$ cat config.mk
export PLATFORM = sky130hd
export DESIGN_NAME = usr_seq_ctrl
export DESIGN_NICKNAME = d
export VERILOG_FILES = /design/src/rtl/usr_seq_ctrl.sv
export SDC_FILE = /design/constraint.sdc
export NUM_CORES = 1
export LEC_CHECK = 0
export ABC_AREA = 1
export CAP_MARGIN = 20
export CORE_UTILIZATION = 35
export DETAILED_ROUTE_END_ITERATION = 8
export PLACE_DENSITY = 0.68
export SLEW_MARGIN = 20
export SYNTH_ARGS = -nofsm -noshare
export SYNTH_HDL_FRONTEND = slang
export SYNTH_SLANG_ARGS = --single-unit
export TNS_END_PERCENT = 30
$ cat constraint.sdc
create_clock -name clk -period 2.05 [get_ports clk]
set_clock_uncertainty 0.15 [all_clocks]
set_input_delay 0.41 -clock clk [delete_from_list [all_inputs] [get_ports clk]]
set_output_delay 0.41 -clock clk [all_outputs]
set_load 0.01 [all_outputs]
$ cat src/rtl/usr_seq_ctrl.sv
// Command sequencer for a universal shift register: LOAD / SHR / SHL / LOAD_SHL with a done pulse.
// Optional rotate fill is enabled by defining USR_SEQ_ROTATE_EN (adds the cmd_rot input).
module usr_seq_ctrl #(
    parameter int WIDTH = 4,
    parameter int CNT_W = 3
) (
    input  logic             clk,
    input  logic             reset,
    input  logic             cmd_valid,
    output logic             cmd_ready,
    input  logic [1:0]       cmd_op,
    input  logic [CNT_W-1:0] cmd_cnt,
    input  logic [WIDTH-1:0] cmd_data,
`ifdef USR_SEQ_ROTATE_EN
    input  logic             cmd_rot,
`endif
    input  logic             ser_in,
    output logic             ser_out,
    output logic             ser_out_valid,
    output logic             usr_s1,
    output logic             usr_s0,
    output logic [WIDTH-1:0] usr_i_par,
    output logic             usr_msb_in,
    output logic             usr_lsb_in,
    input  logic [WIDTH-1:0] usr_a_par,
    output logic             done,
    output logic [WIDTH-1:0] rsp_data
);

    localparam logic [1:0] OP_LOAD     = 2'b00;
    localparam logic [1:0] OP_SHR      = 2'b01;
    localparam logic [1:0] OP_SHL      = 2'b10;
    localparam logic [1:0] OP_LOAD_SHL = 2'b11;

    typedef enum logic [1:0] {
        S_IDLE  = 2'b00,
        S_LOAD  = 2'b01,
        S_SHIFT = 2'b10,
        S_DONE  = 2'b11
    } state_t;

    state_t           state;
    logic [1:0]       op_q;
    logic [WIDTH-1:0] data_q;
    logic [CNT_W-1:0] cnt_q;
    logic             rot_q;
    logic [CNT_W-1:0] cnt_clamped;
    logic             rot_in;

`ifdef USR_SEQ_ROTATE_EN
    assign rot_in = cmd_rot;
`else
    assign rot_in = 1'b0;
`endif

    assign cnt_clamped = (cmd_cnt > CNT_W'(WIDTH)) ? CNT_W'(WIDTH) : cmd_cnt;

    always_ff @(posedge clk or negedge reset) begin
        if (!reset) begin
            state  <= S_IDLE;
            op_q   <= '0;
            data_q <= '0;
            cnt_q  <= '0;
            rot_q  <= 1'b0;
        end else begin
            case (state)
                S_IDLE: begin
                    if (cmd_valid) begin
                        op_q   <= cmd_op;
                        data_q <= cmd_data;
                        cnt_q  <= cnt_clamped;
                        rot_q  <= rot_in;
                        if (cmd_op == OP_LOAD || cmd_op == OP_LOAD_SHL)
                            state <= S_LOAD;
                        else if (cnt_clamped != '0)
                            state <= S_SHIFT;
                        else
                            state <= S_DONE;
                    end
                end
                S_LOAD: begin
                    if (op_q == OP_LOAD_SHL && cnt_q != '0)
                        state <= S_SHIFT;
                    else
                        state <= S_DONE;
                end
                S_SHIFT: begin
                    cnt_q <= cnt_q - 1'b1;
                    // <= 1 rather than == 1 so a zero count can never wrap into a long shift
                    if (cnt_q <= CNT_W'(1))
                        state <= S_DONE;
                end
                S_DONE:  state <= S_IDLE;
                default: state <= S_IDLE;
            endcase
        end
    end

    always_comb begin
        cmd_ready     = 1'b0;
        usr_s1        = 1'b0;
        usr_s0        = 1'b0;
        usr_i_par     = '0;
        usr_msb_in    = 1'b0;
        usr_lsb_in    = 1'b0;
        ser_out       = 1'b0;
        ser_out_valid = 1'b0;
        done          = 1'b0;
        rsp_data      = '0;
        case (state)
            S_IDLE: cmd_ready = 1'b1;
            S_LOAD: begin
                usr_s1    = 1'b1;
                usr_s0    = 1'b1;
                usr_i_par = data_q;
            end
            S_SHIFT: begin
                ser_out_valid = 1'b1;
                if (op_q == OP_SHR) begin
                    usr_s0     = 1'b1;
                    ser_out    = usr_a_par[0];
                    usr_msb_in = rot_q ? usr_a_par[0] : ser_in;
                end else begin
                    usr_s1     = 1'b1;
                    ser_out    = usr_a_par[WIDTH-1];
                    usr_lsb_in = rot_q ? usr_a_par[WIDTH-1] : ser_in;
                end
            end
            S_DONE: begin
                done     = 1'b1;
                rsp_data = usr_a_par;
            end
            default: ;
        endcase
    end

endmodule

== Word-level counts from Yosys, hierarchy flattened ==
Index checks and enable logic that the tools add are counted.

* $add $sub $neg: 1
* Reductions and logical operators: 10
* $lt $le $gt $ge: 2
* Mux-type cells: 24
* Equal/unequal tests: 8

{| class="wikitable"
|+ Operators by type and width
! cell !! number
|-
| $mux 1 || 13
|-
| $eq 2x2->1 const B || 4
|-
| $mux 4 || 2
|-
| $pmux 2 s4 || 1
|-
| $mux 2 || 3
|-
| $mux 3 || 2
|-
| $pmux 3 s2 || 1
|-
| $reduce_and 2->1 || 3
|-
| $reduce_bool 3->1 || 2
|-
| $eq 2x1->1 const B || 2
|-
| $logic_not 2->1 || 2
|-
| $ne 2x2->1 const B || 2
|-
| $pmux 1 s2 || 2
|-
| $gt 3x3->1 const B || 1
|-
| $le 3x1->1 const B || 1
|-
| $sub 3x1->3 const B || 1
|-
| $reduce_bool 2->1 || 1
|-
| $logic_and 1x1->1 || 1
|-
| $logic_or 1x1->1 || 1
|}

* Bits in registers: 11
* Input bits: 17
* Logic and storage cells: 49

== Longest topological paths before layout ==
Gate-level depths: netlist of run 1.

* Depth after elaboration: 7
* Mapped depth: 8
* Depth with buffers taken out: 8

== Least setup slack after synthesis of run 1 ==
No wires, ideal clock.

* Path kind: reg-to-output
* Start: reg state[0]
* End: out ser_out
* Arrival time: 1303 ps
* Path slack: 187 ps
* Buffers on the path: 0
* Cell stages (with the launch flop): 5
* Cells stage by stage: dfrtp_1 > inv_1 > ha_1 > o21ai_0 > o21ai_0

* Word-level cells in the longest chain between the ends: 2

{| class="wikitable"
|+ Ends and longest elaborated chain
! item !! RTL line !! text
|-
| start, declared || 42 || <nowiki>state_t state;</nowiki>
|-
| start signal, assigned || 60 || <nowiki>state <= S_IDLE;</nowiki>
|-
| start signal, assigned || 74 || <nowiki>state <= S_LOAD;</nowiki>
|-
| start signal, assigned || 76 || <nowiki>state <= S_SHIFT;</nowiki>
|-
| $eq 2x2->1 || 110 || <nowiki>case (state)</nowiki>
|-
| $mux 1 || 110 ||
|-
| end, declared || 18 || <nowiki>output logic ser_out,</nowiki>
|}

Every way passes these cells.

== Worst setup path in the final report of run 1 ==
* Start: reg state[0]
* End: out usr_i_par[1]

* Word-level cells in the longest chain between the ends: 2

{| class="wikitable"
|+ Ends and longest elaborated chain
! item !! RTL line !! text
|-
| $eq 2x1->1 || 110 ||
|-
| $mux 4 || 110 ||
|-
| end, declared || 22 || <nowiki>output logic [WIDTH-1:0] usr_i_par,</nowiki>
|}

Every way passes these cells.

==> reports/results.txt, run 1 <==
After the flow finishes, the layout carries non-filler instances totaling 187. After clock tree synthesis, the clock-pin slew on the worst setup and hold paths is 0.07 ns. The fraction of power consumed by sequential logic was 23.9%; the final weighted congestion in routability-driven placement was 0.726. The repair_antennas step left the layout with diodes totalling 0. For the power share of the combinational group, the log shows 66.9%. Of the cells placed in the final design, the portion with a size suffix greater than 1 is 18.1%. The total power density per cell area was 1300 nW/µm²; the number of nets in the synthesized netlist was 140. The logs give 0 for the number of slew-limit violations in the final report and 0.000609 V for the peak ir drop on the vdd network. Buffers inserted to repair hold after CTS numbered 0.

Traced cell by cell, the critical path runs through buf_4 -> ha_4 -> buf_4 -> nand2_1 -> inv_1 -> dlygate4sd2_1. The overall die area came out at 2450 µm². In this run the cell area of the synthesized design comes to 788 µm².

Most numerous cell in the Yosys netlist: nand2_1. Dividing the detail-routed wire length by the instance count gives 9.51 µm. The run finished with clean final reports. Summed over all nets, the half-perimeter wirelength after detailed placement is 1.42 mm. Setup repair after global routing could not meet its margin everywhere. The fraction of post-synthesis cell area in the top cell type by area came out at 34.9%.

The tools report the fraction of the core area covered by cells at the end of the flow as 60.4%. Total via count in the routed design: 817. The number of nets in the layout was 186; the area added between synthesis and finish was 56.3%. Area of the core: 2040 µm².

The slowest cell on the critical path is dfrtp_1. Summed over all layers, the global routing overflow is 0. CTS H-tree depth: 1. Port buffering added 32 buffers. The path type of the worst min-delay path was primary input to asynchronous set/reset pin.

The final critical-path required period is 2.02 ns, and the switching portion of total power is 45.0%. The initial cell density of the core was 38.6%. The most used flip-flop cell after synthesis is dfrtp_1.

Counting instances in the post-synthesis netlist gives the leading cell types as 43 x nand2_1, 24 x inv_1, 11 x dfrtp_1. STA classifies the critical path endpoint as an output pin. The floorplan step set the die width to 49.5 µm. The number of max-cap violations is 0, and the number of flops mapped to enable cells by yosys is 0. Summed over all instances, the cell type with the most area after synthesis is dfrtp_1. Before antenna repair, the detailed router went through 4 iterations. TritonCTS built the clock tree.

The tools report the required time of the worst setup path as 1.49 ns. On the critical path the largest part of the delay comes from buffers and inverters. The number of top-level design ports came out at 33.

The hold violation count in the final report came out at 0. The die is 49.5 µm tall. The sequential cell area fraction in the yosys report is 34.9%.

Setup total negative slack on the finished layout was measured at 0 ns. Static timing analysis puts the maximum clock frequency at 0.494 GHz. Data arrives at the worst endpoint at 1.46 ns. Summed over all cells, the static leakage comes to 0.744 nW. After synthesis, the cell types taking the most area are dfrtp_1 35%, nand2_1 20%, ha_1 13%, inv_1 11%, o21ai_0 4.4%.

Clock latency on the worst-skew pair, taken at its later pin, is 0.26 ns. The cell that appears most often on the critical path is buf_4. The detailed router finished its first iteration with 13 violations. The multi-input logic area was 450 µm². The synthesized instance count is 115.

Number of failing setup endpoints in the final timing report: 0. At the pin with the least slew margin, the transition time is 0.514 ns. Dividing the final minimum period by the clock period gives 98.7%. The run gives 11 as the total number of clock tree sinks.

The maximum buffer depth of the clock tree was 2; the final-layout fill cell count was 201. The worst setup path is launched from a flip-flop. In this run, synthesis produced a sequential element count of 11.

The startpoint-to-endpoint class of the critical path was flip-flop to output pin. The number of buffers created by CTS is 3, and the site row count is 16. The average via count per standard cell is 4.37, and the register-to-register setup slack is 0.47 ns. Of all flip-flops after synthesis, the portion carrying an async set or reset was 100%. In this run the tightest slew margin relative to its limit is 65.6%. The number of buffers and inverters on the critical path is 4. The maximum fanout along the worst path was 4; the overall track demand over capacity in global routing was 16.2%.

The tree is rooted in a clkbuf_4. The number of placed instances, taps included, is 181. For the number of global-route vias before repair, the log shows 730.

Synthesis instantiated 14 different standard cells from the library. The internal power of the cells totals 0.879 mW. The residual antenna-violating net count after detailed routing is 0, and the synthesized area per cell is 6.85 µm². The logs give 0 for the number of antenna violations at the first check in global routing and 0 for the count of synthesis-stage warnings from yosys. The final layout contains routed wiring with a total length of 1.78 mm. The clock network fraction of design power is 9.2%, and the pin count of the biggest net entering global routing is 12. The first global-routing pass estimated 3.08 mm of wire. After detailed routing, the number of remaining DRC violations is 0. For this run, the slowest stage of the critical path takes 0.38 ns. Summing all flip-flop and latch instances after layout gives 275 µm². The analysis attributes to net switching a power of 0.719 mW. Total design power: 1.60 mW.
cell type report:
class	count	area share, %
Sequential cell	11	22.3
Multi-Input combinational cell	79	36.5
Clock buffer	4	2.13
Inverter	25	7.61
Tap cell	27	2.74
Timing Repair Buffer	41	28.6
stage by stage:
step	hold WS [ns]	setup WS [ns]	area, µm²
finish	0.334	0.0262	1230
global route	0.362	-0.0382	1230
CTS	0.335	-0.209	1230
detailed placement	0.317	-0.119	1190
global placement	0.314	-0.116	1190
floorplan	-0.0356	0.187	788
what timing repair did:
item	in CTS	in global routing
setup endpoints to repair	16	11
hold endpoints to repair	0	0
buffers inserted	0	2
resized for setup	22	24
logic make-up (layout without fill, tap and decap cells):
| group | after synthesis | count (layout) | share of synthesized area [%] |
|---|---|---|---|
| buffers and inverters | 25 | 70 | 11.9 |
| DFF | 11 | 11 | 34.9 |
| adders and majority gates | 8 | 8 | 12.7 |
| and+or+nand+nor | 57 | 57 | 28.9 |
| AOI/OAI and AO/OA | 14 | 14 | 11.6 |
sequential cells by signal, summed over array words and instances (netlist names):
signal	flops
state	2
data_q	4
cnt_q	3
op_q	2
path summary, 6_finish.rpt:
kind                            cells after the start                    end             startpoint
worst max-delay path                                6           usr_i_par[1]   state[0]$_DFFE_PN0P_
worst min-delay path                                1  data_q[1]$_DFFE_PN0P_                  reset
worst max register to register                      8   cnt_q[2]$_DFFE_PN0P_   state[0]$_DFFE_PN0P_
worst min register to register                      2  data_q[2]$_DFFE_PN0P_  data_q[2]$_DFFE_PN0P_
max in group asynchronous                           1   state[0]$_DFFE_PN0P_                  reset
min in group clk                                    2  data_q[2]$_DFFE_PN0P_  data_q[2]$_DFFE_PN0P_
layout by cell type, fill, tap and decap left out, drive strengths merged, types with 5 or more instances in the layout:
cell type / instances
buf: 11
clkbuf: 10
clkdlybuf4s50: 16
dfrtp: 11
ha: 8
inv: 25
nand2: 44
nand3: 5
nor2: 8
o21ai: 9
metal layers:
metal  wire, µm  track usage [%]
met4         13             5.71
met5          0                0
met1        811             19.4
met3        124             4.32
met2        829             27.6
power by group through the flow:
stage,clock (mW),combinational (mW),sequential (mW)
after floorplan,0,0.608,0.377
after global placement,0,1.06,0.380
after detailed placement,0,1.07,0.382
after CTS,0.156,1.06,0.378
after global routing,0.165,1.21,0.394
final,0.147,1.07,0.382
(Power assumes the default switching activity.)
==> run 2: changes to the inputs <==
- CORE_UTILIZATION: 35 -> 43
- CTS_BUF_LIST: not set -> sky130_fd_sc_hd__clkbuf_8
- PLACE_DENSITY: 0.68 -> 0.81
==> run 2 against run 1 <==
Net effect:
- cell count down 2.7%
- wire length up 5.7%
- core utilization up 9.2 points
- hold slack worse by 0.0065 ns
- power down 0.65%
- worst setup slack better by 0.034 ns
- non-clock buffer count down 3
- final area down 2.5%
- sequential power about the same
- largest power group unchanged
==> reports/results.txt, run 2 (synthesized netlist as in run 1, its figures left out) <==
The total power density per cell area is 1320 nW/µm² (+1.9%), and the fraction of layout instances using a drive strength above 1 is 14.0% (-4.1 points). The logs give 0 (unchanged) for the number of antenna violations at the first check in global routing and 0 (unchanged) for the number of buffers inserted for hold repair after clock tree synthesis. The number of cells on the worst hold path was 2; the met3 capacity usage during global routing was 4.40% (+0.079 points). The worst setup path is captured at an output pin.

The tools report the total design power as 1.59 mW (-0.65%). The run gives 0.503 GHz (+1.7%) as the highest achievable clock rate. Number of global-route vias before repair: 729 (-0.14%).

Pin count of the biggest net entering global routing: 12 (unchanged). The height of the die was 44.8 µm (-9.4%); the final critical-path required period was 1.99 ns (-0.0341 ns). For the global-route met2 utilization, the log shows 37.1% (+9.4 points).

The area added between synthesis and finish was 52.4%; the antenna diode instance count was 0 (unchanged). The final weighted congestion in routability-driven placement is 0.732 (+0.81%), and the worst-margin pin slew is 0.509 ns (-0.00503 ns). The signal on the critical path passes through buf_4 -> ha_1 -> buf_4 -> nand2_1 -> inv_1 -> clkdlybuf4s15_1.

The tools report the clock latency reported for the late side of the worst-skew pair as 0.24 ns (-0.02 ns). For the number of max-cap violations, the log shows 0 (unchanged). Among the stages of the critical path, the cell type that occurs most often is buf_4. The overall die area came out at 2010 µm² (-18%). The headroom to the max-slew limit is 65.9% (+0.34 points), and the clock slew at the register clock pins of the worst setup and hold paths is 0.05 ns (-0.02 ns).

The run gives 1.88 mm (+5.7%) as the post-detailed-routing wire length. The number of input and output port buffers inserted works out to 32 (unchanged). The initial cell density of the core was 45.7% (+7.0 points); the maximum buffer depth of the clock tree was 2 (unchanged). The total number of clock tree sinks was 11 (unchanged); the final period utilization was 97.1% (-1.7 points). The top cell types in the final layout, fill and taps aside, are 43 x nand2_1, 24 x inv_1, 16 x clkdlybuf4s50_1, 11 x dfrtp_1, 8 x nor2_1.

The tools report the global-route wire length before repair as 3.01 mm (-2.5%). More flip-flops sit in one register than any other, and that register is data_q. First-iteration detailed-routing DRC count: 13 (unchanged).

The logs give 1.43 ns (-0.03 ns) for the data arrival time of the critical path and 1730 µm² (-15%) for the area of the core. The number of flip-flops in the largest register is 4 (unchanged), and the HPWL reported at the end of detailed placement is 1.54 mm (+8.5%). The CTS H-tree depth is 1 (unchanged). Broken down by cell family, the worst path's largest delay share belongs to buffers and inverters. Path length in cells of the critical path: 6 (unchanged).

The tools report the hold violation count in the final report as 0 (unchanged). The path class of the tightest hold or removal check is flip-flop to flip-flop. The critical path is of the flip-flop to output pin type.

The final setup TNS was 0 ns (unchanged); the stage delay of the slowest cell on the critical path was 0.38 ns (about the same). The slowest stage of the critical path belongs to the cell dfrtp_1. The tools report the peak ir drop on the vdd network as 0.000828 V (+36%). The required time of the worst setup path is 1.49 ns (about the same). The standard cell area after detailed placement was 1180 µm² (-1.5%).

The final-layout worst hold slack is 0.327 ns (-0.00654 ns), and the horizontal die dimension is 44.8 µm (-9.4%). The residual antenna-violating net count after detailed routing is 0 (unchanged). The tools report the final cell area excluding filler cells as 1200 µm² (-2.5%). The flow ran to the end, and the final reports show no timing, DRC or antenna violations. The post-route DRC violation count was 0 (unchanged). The run gives 160 (-20%) as the final-layout fill cell count. The root cell of the clock tree is clkbuf_8.

For the site row count, the log shows 15 (-1). The maximum fanout along the worst path came out at 5 (+1). The largest registers in the layout are data_q (4), cnt_q (3). The tools report the number of buffers created by CTS as 3 (unchanged).

The kind of start point of the critical path was a flip-flop. Setup repair after global routing could not meet its margin everywhere. The met1 demand-to-capacity share in global routing was 23.8% (+4.3 points); the number of top-level design ports was 33 (unchanged). For the number of failing setup endpoints in the final timing report, the log shows 0 (unchanged). The overall track demand over capacity in global routing came out at 20.8% (+4.6 points). The number of nets in the layout came out at 183 (-1.6%).

The average via count per standard cell is 4.59 (+5.1%), and the number of detailed-routing iterations run before antenna repair is 4 (unchanged). The total overflow reported by the global router was 0 (unchanged). The worst reg2reg path depth was 6 (-2); the total via count in the routed design was 836 (+2.3%). The detail-routed net length per standard cell came out at 10.3 µm (+8.6%). The most frequent standard cell in the layout excluding fill and tap cells was nand2_1. The tools report the number of slew-limit violations in the final report as 0 (unchanged).

The global routing stage identified its most utilized layer as met2. TritonCTS built the clock tree. The number of buffer and inverter instances along the worst setup path is 4 (unchanged), and the leakage power is 0.736 nW (-1.0%).
run 2: changes by cell type in the layout (fill, tap and decap cells not counted):
cell / previous run / this run
dlygate4sd2_1: 2 / 7
buf_4: 9 / 6
clkbuf_4: 3 / 0
clkbuf_8: 0 / 3
buf_2: 2 / 0
clkdlybuf4s15_1: 3 / 1
ha_4: 2 / 0
a21oi_1: 1 / 2
a21oi_2: 1 / 0
clkbuf_1: 1 / 0
dlymetal6s2s_1: 3 / 2
ha_1: 5 / 6
ha_2: 1 / 2
inv_1: 23 / 24
run 2: routing by layer:
metal  part of all wire, %  wire length (µm)
met1                    41               763
met2                    54              1010
met3                   4.5                84
met4                   1.1                21
met5                     0                 0
run 2: layout make-up:
| class | instances | area [µm²] | share of cell area (%) |
|---|---|---|---|
| multi-input combinational | 79 | 424 | 35.3 |
| timing repair buffer | 38 | 332 | 27.6 |
| sequential | 11 | 275 | 22.9 |
| inverter | 25 | 93.8 | 7.81 |
| clock buffer | 3 | 41.3 | 3.44 |
| tap | 25 | 31.3 | 2.60 |
| clock inverter | 1 | 3.75 | 0.313 |
run 2: worst register-to-register path, stage by stage, from the launching register on:
cell,delay [ns]
dfrtp_1,0.38
inv_1,0.09
ha_1,0.21
buf_4,0.17
o21ai_4,0.21
o21ai_1,0.11
a22oi_2,0.12
run 2: stage by stage:
step | cells | util [%] | setup WS [ns]
6_report | 182 | 69.6 | 0.0603
5_1_grt | 182 | 69.6 | -0.0166
4_1_cts | 182 | 70.6 | 0.000641
3_5_place_dp | 177 | 68.2 | -0.132
3_3_place_gp | 177 | 68.2 | -0.123
2_1_floorplan | 115 | - | 0.187
run 2: worst paths after layout:
path,start,to,slack (ns)
worst max-delay path,state[0]$_DFFE_PN0P_,usr_i_par[0],0.06
worst min-delay path,data_q[1]$_DFFE_PN0P_,data_q[1]$_DFFE_PN0P_,0.33
worst max register to register,state[1]$_DFFE_PN0P_,cnt_q[2]$_DFFE_PN0P_,0.53
worst min register to register,data_q[1]$_DFFE_PN0P_,data_q[1]$_DFFE_PN0P_,0.33
min in group asynchronous,reset,op_q[1]$_DFFE_PN0P_,0.36
max in group asynchronous,reset,state[0]$_DFFE_PN0P_,1.05
run 2: what timing repair did:
item,in CTS,in global routing
setup buffers,1,0
resized for setup,18,15
setup endpoints to repair,16,10
pin swaps,0,0
run 2: where the power goes:
part / switching [mW] / internal, mW / total (mW)
registers: 0.0610 / 0.323 / 0.384
clock network: 0.0862 / 0.132 / 0.218
logic: 0.556 / 0.429 / 0.985
==> run 3: changes to the inputs <==
- CORE_MARGIN: not set -> 2
- CORE_UTILIZATION: 43 -> 40
- PLACE_DENSITY: 0.81 -> 0.76
==> run 3 against run 2 <==
Net effect:
- combinational power increased by 7%
- worst setup slack got worse by 0.011 ns
- via count decreased by 1.2%
- power increased by 4.4%
- sequential power increased by 2%
- critical endpoint is now usr_msb_in
==> reports/results.txt, run 3 (synthesized netlist as in run 1, its figures left out) <==
The required time of the worst setup path is 1.49 ns (about the same), and the total number of clock tree sinks is 11 (unchanged). For the number of slew-limit violations in the final report, the log shows 0 (unchanged). Average via count per standard cell: 4.46 (-2.8%). Number of detailed-routing iterations run before antenna repair: 4 (unchanged).

The run gives 0.500 GHz (-0.56%) as the highest achievable clock rate. The worst setup path is launched from a flip-flop. The run gives 0 (unchanged) as the total overflow reported by the global router. The final period utilization was 97.6% (+0.55 points); the horizontal die dimension was 48.4 µm (+8.0%).

Total power density per cell area: 1340 nW/µm² (+1.5%). The logs give 3 (unchanged) for the number of buffers created by CTS and 0.24 ns (about the same) for the clock latency reported for the late side of the worst-skew pair. The initial cell density of the core was 41.4% (-4.2 points); the site row count was 16 (+1). The largest registers in the layout are data_q (4), cnt_q (3). The reg-to-reg critical path startpoint is state[1]$_DFFE_PN0P_. The tools report the root cell of the clock tree as clkbuf_8.

The number of global-route vias before repair is 774 (+6.2%). CTS H-tree depth: 1 (unchanged). The worst-margin pin slew came out at 0.511 ns (+0.00186 ns). The run finished with clean final reports.

The number of input and output port buffers inserted works out to 32 (unchanged). For the global-route wire length before repair, the log shows 3.28 mm (+9.2%). The area of the core is 1900 µm² (+10%). Setup repair after global routing could not meet its margin everywhere.

The post-detailed-routing wire length is 1.84 mm (-2.0%). The worst register-to-register path ends at cnt_q[0]$_DFFE_PN0P_. The kind of end point of the critical path was an output pin.

In this run the most critical hold path is launched from data_q[3]$_DFFE_PN0P_. The end point of the most critical hold path is data_q[3]$_DFFE_PN0P_. The detail-routed net length per standard cell came out at 9.97 µm (-3.6%). The logs give 2340 µm² (+17%) for the overall die area and 0.000677 V (-18%) for the peak ir drop on the vdd network. Final cell area excluding filler cells: 1240 µm² (+2.9%). The number of nets in the layout is 184 (+0.55%). The headroom to the max-slew limit was 65.8% (-0.12 points). The tools report the first-iteration detailed-routing DRC count as 10 (-3). The run gives 826 (-1.2%) as the total via count in the routed design.

For the fraction of the core area covered by cells at the end of the flow, the log shows 65.0% (-4.6 points). Number of failing setup endpoints in the final timing report: 0 (unchanged). The library cells used most frequently in the layout, excluding fill and tap cells, are 43 x nand2_1, 24 x inv_1, 17 x clkdlybuf4s50_1, 11 x dfrtp_1, 8 x nor2_1.

The number of max-cap violations came out at 0 (unchanged). The library cell used most frequently in the layout, excluding fill and tap cells, is nand2_1. The min-delay analysis places its worst path in the category flip-flop to flip-flop. The run gives 33 (unchanged) as the number of top-level design ports. The critical path is of the flip-flop to output pin type. The number of cells on the worst hold path works out to 2 (unchanged). Counting flops per register, the top entry is data_q. The run gives 1.44 ns (about the same) as the data arrival time of the critical path.

The maximum fanout along the worst path is 3 (-2), and the overall track demand over capacity in global routing is 17.6% (-3.2 points). The worst reg2reg path depth came out at 8 (+2). The run gives 0 (unchanged) as the antenna diode instance count. The height of the die is 48.4 µm (+8.0%). The clock slew at the register clock pins of the worst setup and hold paths works out to 0.05 ns (about the same). The final weighted congestion in routability-driven placement is 0.701 (-4.3%).

Number of flip-flops in the largest register: 4 (unchanged). The HPWL reported at the end of detailed placement was 1.47 mm (-4.5%). The residual antenna-violating net count after detailed routing came out at 0 (unchanged).

The logs give 0 (unchanged) for the hold violation count in the final report and 0 (unchanged) for the number of antenna violations at the first check in global routing. The fraction of layout instances using a drive strength above 1 came out at 16.5% (+2.4 points). The run gives 0 (unchanged) as the post-route DRC violation count.

TritonCTS built the clock tree. The standard cell area after detailed placement is 1180 µm² (+0.21%). The final critical-path required period was 2.00 ns (+0.0112 ns); the pin count of the biggest net entering global routing was 12 (unchanged).

The tools report the leakage power as 0.728 nW (-1.1%). Final-layout worst hold slack: 0.329 ns (+0.00149 ns). From synthesis to final layout, the design area changed by 56.8%. The run gives 2 (unchanged) as the maximum buffer depth of the clock tree. For the register-to-register setup slack, the log shows 0.50 ns (-0.03 ns).
[run 3: cell types whose count changed in the layout (fill, tap and decap cells not counted), sizes merged]
cell,previous run,this run
buf,6,8
dlymetal6s2s,2,1
clkdlybuf4s50,16,17
dlygate4sd2,7,6
[run 3: area by class of cell]
class	instances	area, µm²
sequential	11	275
inverter	25	93.8
tap	27	33.8
clock inverter	1	3.75
multi-input combinational	79	452
clock buffer	3	41.3
timing repair buffer	39	337
fill	173	666
[run 3: critical path, cell delays in order, from the launching register on]
cell	delay, ns
dfrtp_1	0.40
buf_4	0.15
ha_4	0.16
buf_4	0.13
nand2_1	0.10
nor2_1	0.05
clkdlybuf4s15_1	0.22
[run 3: where the power goes]
part           internal, mW  switching, mW  total [mW]
registers             0.324         0.0661       0.390
logic                 0.463          0.586        1.05
clock network         0.132         0.0872       0.219
[run 3: per-stage QoR]
step / worst slack (ns) / power, mW / TNS [ns] / std cells
2_1_floorplan: 0.187 / 0.986 / 0 / 115
3_3_place_gp: -0.122 / 1.41 / -0.295 / 179
3_5_place_dp: -0.139 / 1.44 / -0.406 / 179
4_1_cts: -0.0317 / 1.64 / -0.0317 / 184
5_1_grt: -0.0107 / 1.84 / -0.0107 / 185
6_report: 0.0490 / 1.66 / 0 / 185
[run 3: repair_timing]
item,in CTS,in global routing
resized for setup,24,16
hold buffers,0,0
endpoints found under the setup margin,16,10
setup buffers,1,1
[run 3: worst max path at each step]
stage,startpoint,end,slack [ns],cells after the start
finish,state[1]$_DFFE_PN0P_,usr_msb_in,0.05,6
global route,state[1]$_DFFE_PN0P_,usr_msb_in,-0.01,6
CTS,state[0]$_DFFE_PN0P_,usr_i_par[2],-0.03,6
detailed placement,usr_a_par[3],ser_out,-0.14,4
global placement,usr_a_par[3],ser_out,-0.12,4
floorplan,state[0]$_DFFE_PN0P_,ser_out,0.19,4
[run 3: per-layer routing]
layer	up-vias	global-route usage [%]	wire, µm
met3	3	4.01	117
met1	359	21.9	834
li1	435	-	-
met5	-	0	0
met4	0	7.14	24
met2	29	29.6	868
